**src/rtl/cmpt_pkg.sv**
```systemverilog
// rtl/cmpt_pkg.sv - shared constants and types for the compute issue scheduler
//
// Purpose: unit one-hot encodings, register-file geometry, the reservation
// entry layout and the unit-select decode shared by the scheduler files.
package cmpt_pkg;

  localparam int REG_AW  = 4;
  localparam int REG_CNT = 16;

  localparam logic [2:0] CU_ALU = 3'b001;
  localparam logic [2:0] CU_MUL = 3'b010;
  localparam logic [2:0] CU_SHF = 3'b100;

  // One slot of the write-back reservation pipe.
  typedef struct packed {
    logic              vld;
    logic [REG_AW-1:0] addr;
    logic [2:0]        unit;
  } resv_entry_t;

  // Malformed selects resolve ALU > MUL > SHF; an empty select means ALU.
  function automatic logic [2:0] cu_decode(input logic [2:0] unit);
    if (unit[0] || (unit == 3'b000)) begin
      return CU_ALU;
    end else if (unit[1]) begin
      return CU_MUL;
    end else begin
      return CU_SHF;
    end
  endfunction

endpackage

```
**src/rtl/cmpt_wb_resv.sv**
```systemverilog
// rtl/cmpt_wb_resv.sv - write-back reservation shift pipe P[1..MUL_LAT]
//
// Purpose: holds one entry per future write-back cycle. Every clock the pipe
// shifts toward P[1]; a dispatched writer is dropped into slot ins_lat_i.
// Ports:
//   clk, rst        clock, asynchronous active-low reset
//   flush_i         clear every slot at the next edge
//   ins_vld_i       insert ins_entry_i at slot ins_lat_i (post-shift index)
//   ins_lat_i       result latency of the inserted instruction (1..MUL_LAT)
//   ins_entry_i     entry to insert
//   p1_o            head slot, i.e. the write happening this cycle
//   p2_vld_o        slot 2 occupied; the only collision a latency-1 unit can hit
module cmpt_wb_resv
  import cmpt_pkg::*;
#(
  parameter int MUL_LAT = 3
) (
  input  logic        clk,
  input  logic        rst,
  input  logic        flush_i,
  input  logic        ins_vld_i,
  input  logic [3:0]  ins_lat_i,
  input  resv_entry_t ins_entry_i,
  output resv_entry_t p1_o,
  output logic        p2_vld_o
);

  resv_entry_t p_q [1:MUL_LAT];
  resv_entry_t p_d [1:MUL_LAT];

  always_comb begin
    for (int k = 1; k < MUL_LAT; k++) begin
      p_d[k] = p_q[k+1];
    end
    p_d[MUL_LAT] = '0;
    for (int k = 1; k <= MUL_LAT; k++) begin
      if (ins_vld_i && (ins_lat_i == 4'(k))) begin
        p_d[k] = ins_entry_i;
      end
    end
    if (flush_i) begin
      for (int k = 1; k <= MUL_LAT; k++) begin
        p_d[k] = '0;
      end
    end
  end

  always_ff @(posedge clk or negedge rst) begin
    if (!rst) begin
      for (int k = 1; k <= MUL_LAT; k++) begin
        p_q[k] <= '0;
      end
    end else begin
      for (int k = 1; k <= MUL_LAT; k++) begin
        p_q[k] <= p_d[k];
      end
    end
  end

  assign p1_o     = p_q[1];
  assign p2_vld_o = p_q[2].vld;

endmodule

```
**src/rtl/cmpt_issue_sched.sv**
```systemverilog
// rtl/cmpt_issue_sched.sv - issue scheduler for the ALU / multiplier / shifter
//
// Purpose: stalls a decoded compute instruction on RAW, WAW or write-port
// conflicts, tracks pending writes in a per-register scoreboard and presents
// the register-file write (wb_*) in the cycle the result arrives.
// Optional feature macro: CMPT_BYPASS_EN (a source retiring in P[1] this
// cycle is forwarded by the register file and does not stall).
// Ports:
//   clk, rst                      clock, asynchronous active-low reset
//   iss_vld, iss_unit             instruction present, one-hot unit select
//   iss_ra_vld/iss_ra, iss_rb_vld/iss_rb   source reads
//   iss_wr_vld, iss_wa            destination write
//   flush                         cancel all in-flight write-backs
//   iss_stall, iss_go             combinational hold / dispatch
//   wb_en, wb_addr, wb_unit       registered register-file write
//   busy                          registered scoreboard, one bit per register
module cmpt_issue_sched
  import cmpt_pkg::*;
#(
  parameter int MUL_LAT = 3
) (
  input  logic               clk,
  input  logic               rst,
  input  logic               iss_vld,
  input  logic [2:0]         iss_unit,
  input  logic               iss_ra_vld,
  input  logic               iss_rb_vld,
  input  logic [REG_AW-1:0]  iss_ra,
  input  logic [REG_AW-1:0]  iss_rb,
  input  logic               iss_wr_vld,
  input  logic [REG_AW-1:0]  iss_wa,
  input  logic               flush,
  output logic               iss_stall,
  output logic               iss_go,
  output logic               wb_en,
  output logic [REG_AW-1:0]  wb_addr,
  output logic [2:0]         wb_unit,
  output logic [REG_CNT-1:0] busy
);

  logic [2:0]         unit_dec;
  logic               is_mul;
  logic [3:0]         lat;
  resv_entry_t        ins_entry;
  resv_entry_t        p1;
  logic               p2_vld;
  logic [REG_CNT-1:0] busy_q;
  logic [REG_CNT-1:0] busy_d;
  logic               ra_byp;
  logic               rb_byp;
  logic               raw_a;
  logic               raw_b;
  logic               waw;
  logic               structural;
  logic               wr_go;

  assign unit_dec  = cu_decode(iss_unit);
  assign is_mul    = (unit_dec == CU_MUL);
  assign lat       = is_mul ? 4'(MUL_LAT) : 4'd1;
  assign ins_entry = '{vld: 1'b1, addr: iss_wa, unit: unit_dec};

`ifdef CMPT_BYPASS_EN
  assign ra_byp = p1.vld && (p1.addr == iss_ra);
  assign rb_byp = p1.vld && (p1.addr == iss_rb);
`else
  assign ra_byp = 1'b0;
  assign rb_byp = 1'b0;
`endif

  assign raw_a = iss_ra_vld && busy_q[iss_ra] && !ra_byp;
  assign raw_b = iss_rb_vld && busy_q[iss_rb] && !rb_byp;

  // A register retiring in P[1] frees up this cycle, so re-targeting it is safe.
  assign waw = iss_wr_vld && busy_q[iss_wa] && !(p1.vld && (p1.addr == iss_wa));

  // The multiplier lands on the newest slot, which is always empty after the
  // shift; only latency-1 units can collide, and they target P[2] pre-shift.
  assign structural = iss_wr_vld && !is_mul && p2_vld;

  assign iss_stall = iss_vld && (structural || raw_a || raw_b || waw);
  assign iss_go    = iss_vld && !iss_stall && !flush;
  assign wr_go     = iss_go && iss_wr_vld;

  cmpt_wb_resv #(
    .MUL_LAT (MUL_LAT)
  ) u_resv (
    .clk         (clk),
    .rst         (rst),
    .flush_i     (flush),
    .ins_vld_i   (wr_go),
    .ins_lat_i   (lat),
    .ins_entry_i (ins_entry),
    .p1_o        (p1),
    .p2_vld_o    (p2_vld)
  );

  // Clear before set so a register re-targeted while retiring stays busy.
  always_comb begin
    busy_d = busy_q;
    if (flush) begin
      busy_d = '0;
    end else begin
      if (p1.vld) begin
        busy_d[p1.addr] = 1'b0;
      end
      if (wr_go) begin
        busy_d[iss_wa] = 1'b1;
      end
    end
  end

  always_ff @(posedge clk or negedge rst) begin
    if (!rst) begin
      busy_q <= '0;
    end else begin
      busy_q <= busy_d;
    end
  end

  assign busy    = busy_q;
  assign wb_en   = p1.vld;
  assign wb_addr = p1.addr;
  assign wb_unit = p1.unit;

endmodule

```
**config.mk**
```make
export PLATFORM = sky130hd
export DESIGN_NAME = cmpt_issue_sched
export DESIGN_NICKNAME = d
export VERILOG_FILES = /design/src/rtl/cmpt_pkg.sv /design/src/rtl/cmpt_wb_resv.sv /design/src/rtl/cmpt_issue_sched.sv
export SDC_FILE = /design/constraint.sdc
export NUM_CORES = 1
export LEC_CHECK = 0
export ABC_AREA = 1
export CORE_MARGIN = 10
export CORE_UTILIZATION = 60
export DETAILED_ROUTE_END_ITERATION = 16
export DONT_BUFFER_PORTS = 1
export GPL_TIMING_DRIVEN = 1
export PLACE_DENSITY = 0.85
export SLEW_MARGIN = 20
export SYNTH_ARGS = -nofsm -noshare
export SYNTH_HDL_FRONTEND = slang
export SYNTH_SLANG_ARGS = --single-unit
```
**constraint.sdc**
```tcl
create_clock -name clk -period 4.7 [get_ports clk]
set_input_delay 0.705 -clock clk [delete_from_list [all_inputs] [get_ports clk]]
set_output_delay 0.705 -clock clk [all_outputs]
set_load 0.05 [all_outputs]
```
==> out/results.ini, run 1 <==
[setup_path]
reg2reg_depth=10
r2r-start=u_resv.p1_o[3]$_DFF_PN0_
worst-path-stages=8
critical_path.endpoint=iss_stall
path_max_fanout=4
slowest_delay_ns=0.69
required_ns=3.99
r2r_end=u_resv.p1_o[4]$_DFF_PN0_
crit_type=flip-flop to output port
critical_path.slowest_cell=nor2_1
worst_setup_path_start_kind=flip-flop
reg2reg_slack_ns=2.07
critPathBufInv=1
path_cells=inv_1 -> o21ai_0 -> o21ai_1 -> nand2_1 -> nor2_1 -> nor2_1 -> nor2_4 -> nor2_1
cp.arrival_ns=2.66
cp-end-kind=output port
critPathTopFamily=simple AND/OR/NAND/NOR gates
crit_path_frequent_cell=nor2_1
crit_path_start=busy[5]$_DFF_PN0_

[logic_synthesis]
syn_inst=329
ys_warn_count=0
ys_types=23
synth_top_area_frac=0.432
synth_area_leader_cell=dfrtp_1
syn_area_sq_mm=0.00231
synth_area_leaders=dfrtp_1, nand2_1, inv_1
ys_seq_area_frac=0.432
synth_seq_cells=40
avgSynthCellArea_sq_um=7.04

[status]
status=completed

[global_route]
grt-ovfl-total=0
grt_max_degree=41
antenna_found_initial=0
track_usage=0.177
grt_pass1_wl_um=9330
first_global_vias=1962

[finish]
drive_gt1_frac=0.0523
stdcell_area_sq_mm=0.00242
diodes=0
fillCellCount=318
layout.nets=346
area_growth_pct=4.70
stdcell_count=373

[sta]
final-max-slew-violation-count=0
min_period_over_period=0.716
max_freq_mhz=297
slew_headroom=0.403
hold_viol=0
tightestPinTransition_ns=0.893
setup_tns_ns=0
rsz0062_at_grt=false
finalCriticalPeriod_ns=3.37
setup_violations=0
finClkSkew_ns=0.0104

[die]
start_util=0.628
dieArea_sq_mm=0.00674
core_area_sq_mm=0.00369
io_pins=48
die_x_um=82.1
die_h_um=82.1
row_count=22

[clock_network]
cts_sinks=40
postCtsHoldBufs=0
htree_levels=2
numCtsBuffers=5
cts-resized-gates=0
cts_root_buf=clkbuf_8
cts.path.max_buffers=2
cts_tree=yes
path_clk_slew_ns=0.08
cts_setup_buffers=0
worstSkewPairLatency_ns=0.30

[detailed_routing]
initialDrtViolationCount=254
vias_per_cell=5.65
drc=0
via_count=2107
drt_wl_total_um=5980
ant_nets=0
wl_per_cell_um=16.0
firstDrtPassIters=5

[place]
hpwl_um=4500
gp_congestion=0.950
dpl_cell_area_sq_mm=0.00231
place_inst=365
numPortBuffers=0

[power]
ir_drop_v=0.000211
leakage_nw=1.21
powerDensity_mw_per_mm2=294

[worst_hold_path]
hold_class=primary input to async pin

[job]
maxCapViolCount=0

-- cell usage in the layout, fill, tap and decap left out --
cell,n
clkinvlp_4,1
nor4_2,1
buf_4,1
nand3_2,1
o211ai_1,1
inv_2,4
dfrtp_1,40
nor2_2,1
o21ai_0,24
nor2_1,31
inv_6,1
o21ai_1,13
and2_1,16
clkbuf_8,5
o22ai_1,5
nand4_1,3
a21oi_1,3
nand3b_1,1
nand3_1,34
nand2_1,81
bufinv_16,1
inv_1,49
nor2_4,1
o31ai_1,5
conb_1,2
-- worst register-to-register path, stage by stage, from the launching register on --
cell and delay (ns):
dfrtp_1 0.76, inv_1 0.22, nand2_1 0.10, nand3_1 0.08
o31ai_1 0.27, nor2_1 0.15, nor2_4 0.16, nand4_1 0.43
nand2_1 0.19, nand2_1 0.07, nor2_1 0.12
-- sequential cells by signal, indices dropped and copies added, names as in the netlist --
name / flops
u_resv.p1_o: 8
busy: 16
u_resv.p2_vld_o: 1
u_resv.p_q: 15
-- metal layers --
metal,global-route usage,part of all wire,vias up,wire length [um]
met1,0.202,0.38,949,2300
li1,-,-,1022,-
met2,0.296,0.47,125,2840
met4,0.0663,0.018,0,109
met5,0,0,-,0
met3,0.0659,0.12,11,735
-- power by group --
part / internal [W] / leakage [nW] / switching, W / total, W
registers: 0.000349 / 0.550 / 0.0000142 / 0.000363
logic: 0.0000190 / 0.609 / 0.0000430 / 0.0000620
clock network: 0.000160 / 0.0548 / 0.000128 / 0.000288
-- layout make-up --
cell class | count | area [sq um] | area share
Multi-Input combinational cell | 223 | 1040 | 0.430
Sequential cell | 40 | 1000 | 0.413
Inverter | 53 | 199 | 0.0821
Clock buffer | 5 | 68.8 | 0.0284
Tap cell | 48 | 60.1 | 0.0248
Clock inverter | 3 | 46.3 | 0.0191
Timing Repair Buffer | 1 | 7.51 | 0.00310
-- cell usage after synthesis --
| cell type | count |
|---|---|
| nand2_1 | 81 |
| inv_1 | 49 |
| dfrtp_1 | 40 |
| nand3_1 | 34 |
| nor2_1 | 31 |
| o21ai_0 | 24 |
| and2_1 | 16 |
| o21ai_1 | 13 |
| buf_4 | 7 |
| o22ai_1 | 5 |
| o31ai_1 | 5 |
| buf_2 | 4 |
| inv_2 | 4 |
| a21oi_1 | 3 |
| clkbuf_1 | 3 |
| nand4_1 | 3 |
| conb_1 | 1 |
| nand3_2 | 1 |
| nand3b_1 | 1 |
| nor2_2 | 1 |
| nor2_4 | 1 |
| nor4_1 | 1 |
| o211ai_1 | 1 |
-- cell families (layout without fill, tap and decap cells) --
family / count (synthesis) / count (layout) / share of synthesized area
flops: 40 / 40 / 0.432
other cells: 1 / 2 / 0.00162
simple gates: 170 / 170 / 0.324
compound gates: 51 / 51 / 0.119
buf+inv: 67 / 62 / 0.122
-- stage by stage --
stage / util / total power, W / worst slack, ns / hold WS (ns)
global placement: 0.626 / 0.000429 / 1.67 / 0.411
detailed placement: 0.626 / 0.000431 / 1.59 / 0.410
finish: 0.657 / 0.000713 / 1.33 / 0.0849
floorplan: - / 0.000424 / 1.10 / 0.409
CTS: 0.657 / 0.000713 / 1.34 / 0.0855
global route: 0.657 / 0.000735 / 1.20 / 0.0788
-- worst min-delay path by stage --
stage,end,cells past startpoint
floorplan,busy[0]$_DFF_PN0_,0
global placement,u_resv.p_q[0]$_DFF_PN0_,0
detailed placement,u_resv.p_q[0]$_DFF_PN0_,0
CTS,u_resv.p_q[0]$_DFF_PN0_,0
global route,u_resv.p_q[0]$_DFF_PN0_,0
finish,u_resv.p_q[0]$_DFF_PN0_,0
No activity file was read; power rests on OpenSTA's default activity.
==> inputs of run 2 (changes only) <==
==> constraint.sdc (replaced) <==
create_clock -name clk -period 3.43 [get_ports clk]
set_input_delay 0.5145 -clock clk [delete_from_list [all_inputs] [get_ports clk]]
set_output_delay 0.5145 -clock clk [all_outputs]
set_load 0.05 [all_outputs]
==> run 2 against run 1 <==
Routed wire length increased by 2.1%; count of clock-buffer cells in the layout is the same; non-clock buffer count grew 3; critical path type unchanged; critical endpoint is now iss_go; largest power group unchanged.
==> out/results.ini, run 2 (synthesized netlist as in run 1, its figures left out) <==
[global_route]
grt-ovfl-total=0  ; unchanged
first_global_vias=2007  ; +2.3%
grt_max_degree=41  ; unchanged
grt_pass1_wl_um=9850  ; +5.6%
track_usage=0.190  ; +0.0130
antenna_found_initial=0  ; unchanged

[sta]
holdWs_ns=0.0441  ; -0.0408 ns
max_freq_mhz=359
setup_tns_ns=0  ; unchanged
finalCriticalPeriod_ns=2.78
finClkSkew_ns=0.00928  ; -0.00112 ns
setup_violations=0  ; unchanged
hold_viol=0  ; unchanged
tightestPinTransition_ns=0.693  ; -0.200 ns
min_period_over_period=0.812
final-max-slew-violation-count=0  ; unchanged
rsz0062_at_grt=false
slew_headroom=0.538  ; +0.136

[power]
combPwrFrac=0.101  ; +0.014
ir_drop_v=0.000366  ; +74%
switching_share=0.266  ; +0.00608
clkPwrFrac=0.398  ; -0.006
powerDensity_mw_per_mm2=403  ; +37%
p_switching_w=0.000263  ; +42%
power_frac_seq=0.501  ; -0.008
p_int_w=0.000727  ; +38%
leakage_nw=1.24  ; +1.9%

[setup_path]
required_ns=2.92  ; -1.07 ns
path_cells=inv_1 -> nand2_1 -> nand3_1 -> o31ai_1 -> nor2_1 -> nor4_2 -> buf_4
cp-end-kind=output port
worst-path-stages=7  ; -1
cp.arrival_ns=2.27  ; -0.39 ns
path_max_fanout=7  ; +3
critical_path.slowest_cell=dfrtp_1
crit_type=flip-flop to output port
reg2reg_depth=10  ; unchanged
critPathBufInv=2  ; +1
critPathTopFamily=flip-flops
worst_setup_path_start_kind=flip-flop
slowest_delay_ns=0.76  ; +0.07 ns

[die]
start_util=0.628  ; unchanged
die_x_um=82.1  ; unchanged
io_pins=48  ; unchanged
die_h_um=82.1  ; unchanged
dieArea_sq_mm=0.00674  ; unchanged
core_area_sq_mm=0.00369  ; unchanged
row_count=22  ; unchanged

[detailed_routing]
ant_nets=0  ; unchanged
drc=0  ; unchanged
vias_per_cell=5.68  ; +0.52%
drt_wl_total_um=6100  ; +2.1%
via_count=2135  ; +1.3%
firstDrtPassIters=5  ; unchanged
initialDrtViolationCount=296  ; +17%
wl_per_cell_um=16.2  ; +1.3%

[clock_network]
cts_tree=yes
cts-resized-gates=0  ; unchanged
cts.path.max_buffers=2  ; unchanged
path_clk_slew_ns=0.08  ; about the same
worstSkewPairLatency_ns=0.30  ; about the same
cts_sinks=40  ; unchanged
numCtsBuffers=5  ; unchanged
cts_root_buf=clkbuf_8
htree_levels=2  ; unchanged

[place]
gp_congestion=0.961  ; +1.2%
numPortBuffers=0  ; unchanged
hpwl_um=4570  ; +1.5%
dpl_cell_area_sq_mm=0.00232  ; +0.65%

[finish]
final_cell_mix=nand2_1, inv_1, dfrtp_1
layout.nets=349  ; +0.87%
largest_reg_flops=16  ; unchanged
diodes=0  ; unchanged
final_core_util=0.667  ; +0.00984
stdcell_area_sq_mm=0.00246  ; +1.5%
final_common_cell=nand2_1
area_growth_pct=6.27
drive_gt1_frac=0.0610  ; +0.00867

[status]
status=completed

[job]
maxCapViolCount=0  ; unchanged

[worst_hold_path]
hold_class=primary input to async pin

## run 2: timing repair
item	4_1_cts	5_1_grt
setup endpoints to repair	0	0
buffers inserted	0	0
endpoints found under the hold margin	40	0
hold buffers	1	0
## run 2: layout make-up
type                    count  area, sq um
flip-flops and latches     40         1000
well taps                  48         60.1
multi-input cells         223         1040
clock inverters             3         47.5
inverters                  53          199
fillers                   339         1230
repair buffers              4         42.5
clock buffers               5         68.8
## run 2: final timing paths
kind	slack (ns)	to	start
worst max-delay path	0.65	iss_go	u_resv.p1_o[3]$_DFF_PN0_
worst min-delay path	0.04	u_resv.p_q[6]$_DFF_PN0_	rst
worst max register to register	0.88	u_resv.p1_o[6]$_DFF_PN0_	u_resv.p1_o[3]$_DFF_PN0_
min in group clk	0.26	u_resv.p1_o[0]$_DFF_PN0_	flush
worst min register to register	0.47	u_resv.p2_vld_o$_DFF_PN0_	u_resv.p_q[7]$_DFF_PN0_
max in group asynchronous	3.19	busy[9]$_DFF_PN0_	rst
## run 2: power groups by stage
stage	clock, W	combinational (W)	sequential (W)
floorplan	0	0.0000845	0.000496
global placement	0	0.0000860	0.000506
detailed placement	0	0.0000878	0.000506
CTS	0.000399	0.0000998	0.000496
global route	0.000423	0.000114	0.000497
finish	0.000394	0.000100	0.000496
## run 2: per-layer routing
metal / track usage / wire length, um / vias up
li1: - / - / 1022
met3: 0.0637 / 669 / 20
met2: 0.309 / 2910 / 102
met5: 0 / 0 / -
met4: 0.0884 / 193 / 0
met1: 0.222 / 2330 / 991
## run 2: metrics by stage
| step | power [W] | setup WS (ns) | std cells |
|---|---|---|---|
| after floorplan | 0.000581 | 0.215 | 330 |
| after global placement | 0.000592 | 1.03 | 367 |
| after detailed placement | 0.000594 | 0.954 | 367 |
| after CTS | 0.000995 | 0.657 | 376 |
| after global routing | 0.00103 | 0.492 | 376 |
| final | 0.000991 | 0.646 | 376 |
==> inputs of run 3 (changes only) <==
--- a/config.mk
+++ b/config.mk
@@ -7,11 +7,11 @@
 export LEC_CHECK = 0
 export ABC_AREA = 1
 export CORE_MARGIN = 10
-export CORE_UTILIZATION = 60
+export CORE_UTILIZATION = 57
 export DETAILED_ROUTE_END_ITERATION = 16
 export DONT_BUFFER_PORTS = 1
 export GPL_TIMING_DRIVEN = 1
-export PLACE_DENSITY = 0.85
+export PLACE_DENSITY = 0.84
 export SLEW_MARGIN = 20
 export SYNTH_ARGS = -nofsm -noshare
 export SYNTH_HDL_FRONTEND = slang
==> constraint.sdc (replaced) <==
create_clock -name clk -period 2.31 [get_ports clk]
set_input_delay 0.3465 -clock clk [delete_from_list [all_inputs] [get_ports clk]]
set_output_delay 0.3465 -clock clk [all_outputs]
set_load 0.05 [all_outputs]
==> run 3 against run 2 <==
The run now ends with negative setup slack left; die area increased by 4.0%; power increased by 50%; global-route usage decreased by 0.43 points; critical path depth unchanged; sequential share of layout area decreased by 3.5 points; register-to-register slack got worse by 0.64 ns; utilization increased by 1.1 points; clock skew about the same; critical path type unchanged.
==> out/results.ini, run 3 (synthesized netlist as in run 1, its figures left out) <==
[status]
status=finished with violations
failed_checks=negative setup slack

[sta]
finClkSkew_ns=0.00886  ; -0.000425 ns
final-max-slew-violation-count=0  ; unchanged
max_freq_mhz=421
min_period_over_period=1.03
finalCriticalPeriod_ns=2.38
setup_ws_ns=-0.0668  ; -0.712 ns
slew_headroom=0.631  ; +0.0925
setup_violations=1  ; +1
holdWs_ns=0.104  ; +0.0603 ns
hold_viol=0  ; unchanged
tightestPinTransition_ns=0.553  ; -0.139 ns

[detailed_routing]
firstDrtPassIters=5  ; unchanged
vias_per_cell=5.67  ; -0.19%
wl_per_cell_um=16.4  ; +0.88%
route.met3.wl_um=705  ; +5.4%
via_count=2284  ; +7.0%
initialDrtViolationCount=240  ; -19%
wl_met2_um=3250  ; +11%
drt_wl_total_um=6600  ; +8.1%
routed.top_layer=met4
drc=0  ; unchanged
ant_nets=0  ; unchanged
wl_met1_um=2490  ; +7.0%

[finish]
drive_gt1_frac=0.142  ; +0.0807
area_growth_pct=16.3
layout.nets=374  ; +7.2%
final_core_util=0.678  ; +0.0108
diodes=0  ; unchanged
stdcell_area_sq_mm=0.00269  ; +9.4%
largest_reg_flops=16  ; unchanged
final_cell_mix=nand2_1, inv_1, dfrtp_1
fillCellCount=329  ; -2.9%
final_common_cell=nand2_1

[setup_path]
cp.arrival_ns=2.03  ; -0.24 ns
r2r_end=busy[3]$_DFF_PN0_
reg2reg_slack_ns=0.24  ; -0.64 ns
crit_type=flip-flop to output port
path_max_fanout=7  ; unchanged
worst-path-stages=7  ; unchanged
critPathTopFamily=simple AND/OR/NAND/NOR gates
reg2reg_depth=9  ; -1
required_ns=1.96  ; -0.96 ns
r2r-start=u_resv.p1_o[3]$_DFF_PN0_
critical_path.slowest_cell=dfrtp_1
critPathBufInv=2  ; unchanged
worst_setup_path_start_kind=flip-flop
critical_path.endpoint=iss_go
crit_path_start=u_resv.p1_o[3]$_DFF_PN0_
cp-end-kind=output port
path_cells=inv_1 -> nand2_1 -> nand3_1 -> o31ai_1 -> nor2_2 -> nor4_2 -> buf_4
slowest_delay_ns=0.45  ; -0.31 ns

[clock_network]
cts.path.max_buffers=2  ; unchanged
cts_tree=yes
cts_sinks=40  ; unchanged
worstSkewPairLatency_ns=0.30  ; about the same
cts_root_buf=clkbuf_8
numCtsBuffers=5  ; unchanged
htree_levels=2  ; unchanged
path_clk_slew_ns=0.08  ; about the same

[global_route]
track_usage=0.185  ; -0.00432
antenna_found_initial=0  ; unchanged
grt-ovfl-total=0  ; unchanged
first_global_vias=2120  ; +5.6%
grt_max_degree=41  ; unchanged
grt_pass1_wl_um=10700  ; +8.3%

[die]
dieArea_sq_mm=0.00701  ; +4.0%
core_area_sq_mm=0.00397  ; +7.7%
die_x_um=83.7  ; +2.0%
start_util=0.583  ; -0.0447
io_pins=48  ; unchanged
die_h_um=83.7  ; +2.0%
row_count=23  ; +4.5%

[worst_hold_path]
hold_class=primary input to flip-flop

[place]
numPortBuffers=0  ; unchanged
gp_congestion=0.955  ; -0.63%
dpl_cell_area_sq_mm=0.00251  ; +7.9%
hpwl_um=4810  ; +5.3%

[power]
leakage_nw=1.38  ; +12%
powerDensity_mw_per_mm2=553  ; +37%
ir_drop_v=0.000396  ; +8.0%

[job]
maxCapViolCount=0  ; unchanged

## run 3: cell count changes in the layout (fill, tap and decap cells not counted), sizes merged
| cell | change |
|---|---|
| dlygate4sd3 | +1 |
| buf | +24 |
## run 3: how the worst min path moves through the flow
| stage | start | slack, ns | end | cells after the start |
|---|---|---|---|---|
| 2_1_floorplan | rst | 0.05 | busy[0]$_DFF_PN0_ | 0 |
| 3_3_place_gp | rst | 0.05 | u_resv.p1_o[0]$_DFF_PN0_ | 0 |
| 3_5_place_dp | rst | 0.05 | u_resv.p1_o[0]$_DFF_PN0_ | 0 |
| 4_1_cts | flush | 0.1 | u_resv.p1_o[7]$_DFF_PN0_ | 1 |
| 5_1_grt | flush | 0.09 | u_resv.p_q[11]$_DFF_PN0_ | 1 |
| 6_report | flush | 0.10 | u_resv.p_q[8]$_DFF_PN0_ | 1 |
## run 3: cell type report
class	instances	area, sq um	area share
inverters	53	199	0.0739
clock inverters	3	47.5	0.0177
multi-input cells	223	1060	0.395
well taps	50	62.6	0.0232
repair buffers	29	249	0.0925
clock buffers	5	68.8	0.0256
flip-flops and latches	40	1000	0.372
## run 3: per-stage QoR
step	TNS [ns]	power, W	instances	worst slack [ns]
finish	-0.0668	0.00149	403	-0.0668
global route	-0.210	0.00154	403	-0.136
CTS	0	0.00148	401	0.0493
detailed placement	0	0.000894	391	0.162
global placement	0	0.000891	391	0.281
floorplan	-0.120	0.000864	330	-0.120
## run 3: where the power goes
part	total, W	switching, W	internal (W)	leakage [nW]
Clock	0.000580	0.000255	0.000325	0.0583
Combinational	0.000184	0.000126	0.0000576	0.772
Sequential	0.000724	0.0000133	0.000710	0.550
Total	0.00149	0.000394	0.00109	1.38
## run 3: what timing repair did
action / 4_1_cts / 5_1_grt
gates resized for setup: 0 / 7
setup buffers: 0 / 2
endpoints found under the hold margin: 40 / 0
endpoints found under the setup margin: 0 / 23
hold buffers: 2 / 0
## run 3: layer usage
metal | GRT usage | vias to the layer above
met5 | 0 | -
met3 | 0.0596 | 18
met1 | 0.217 | 1063
li1 | - | 1074
met2 | 0.305 | 129
met4 | 0.0731 | 0
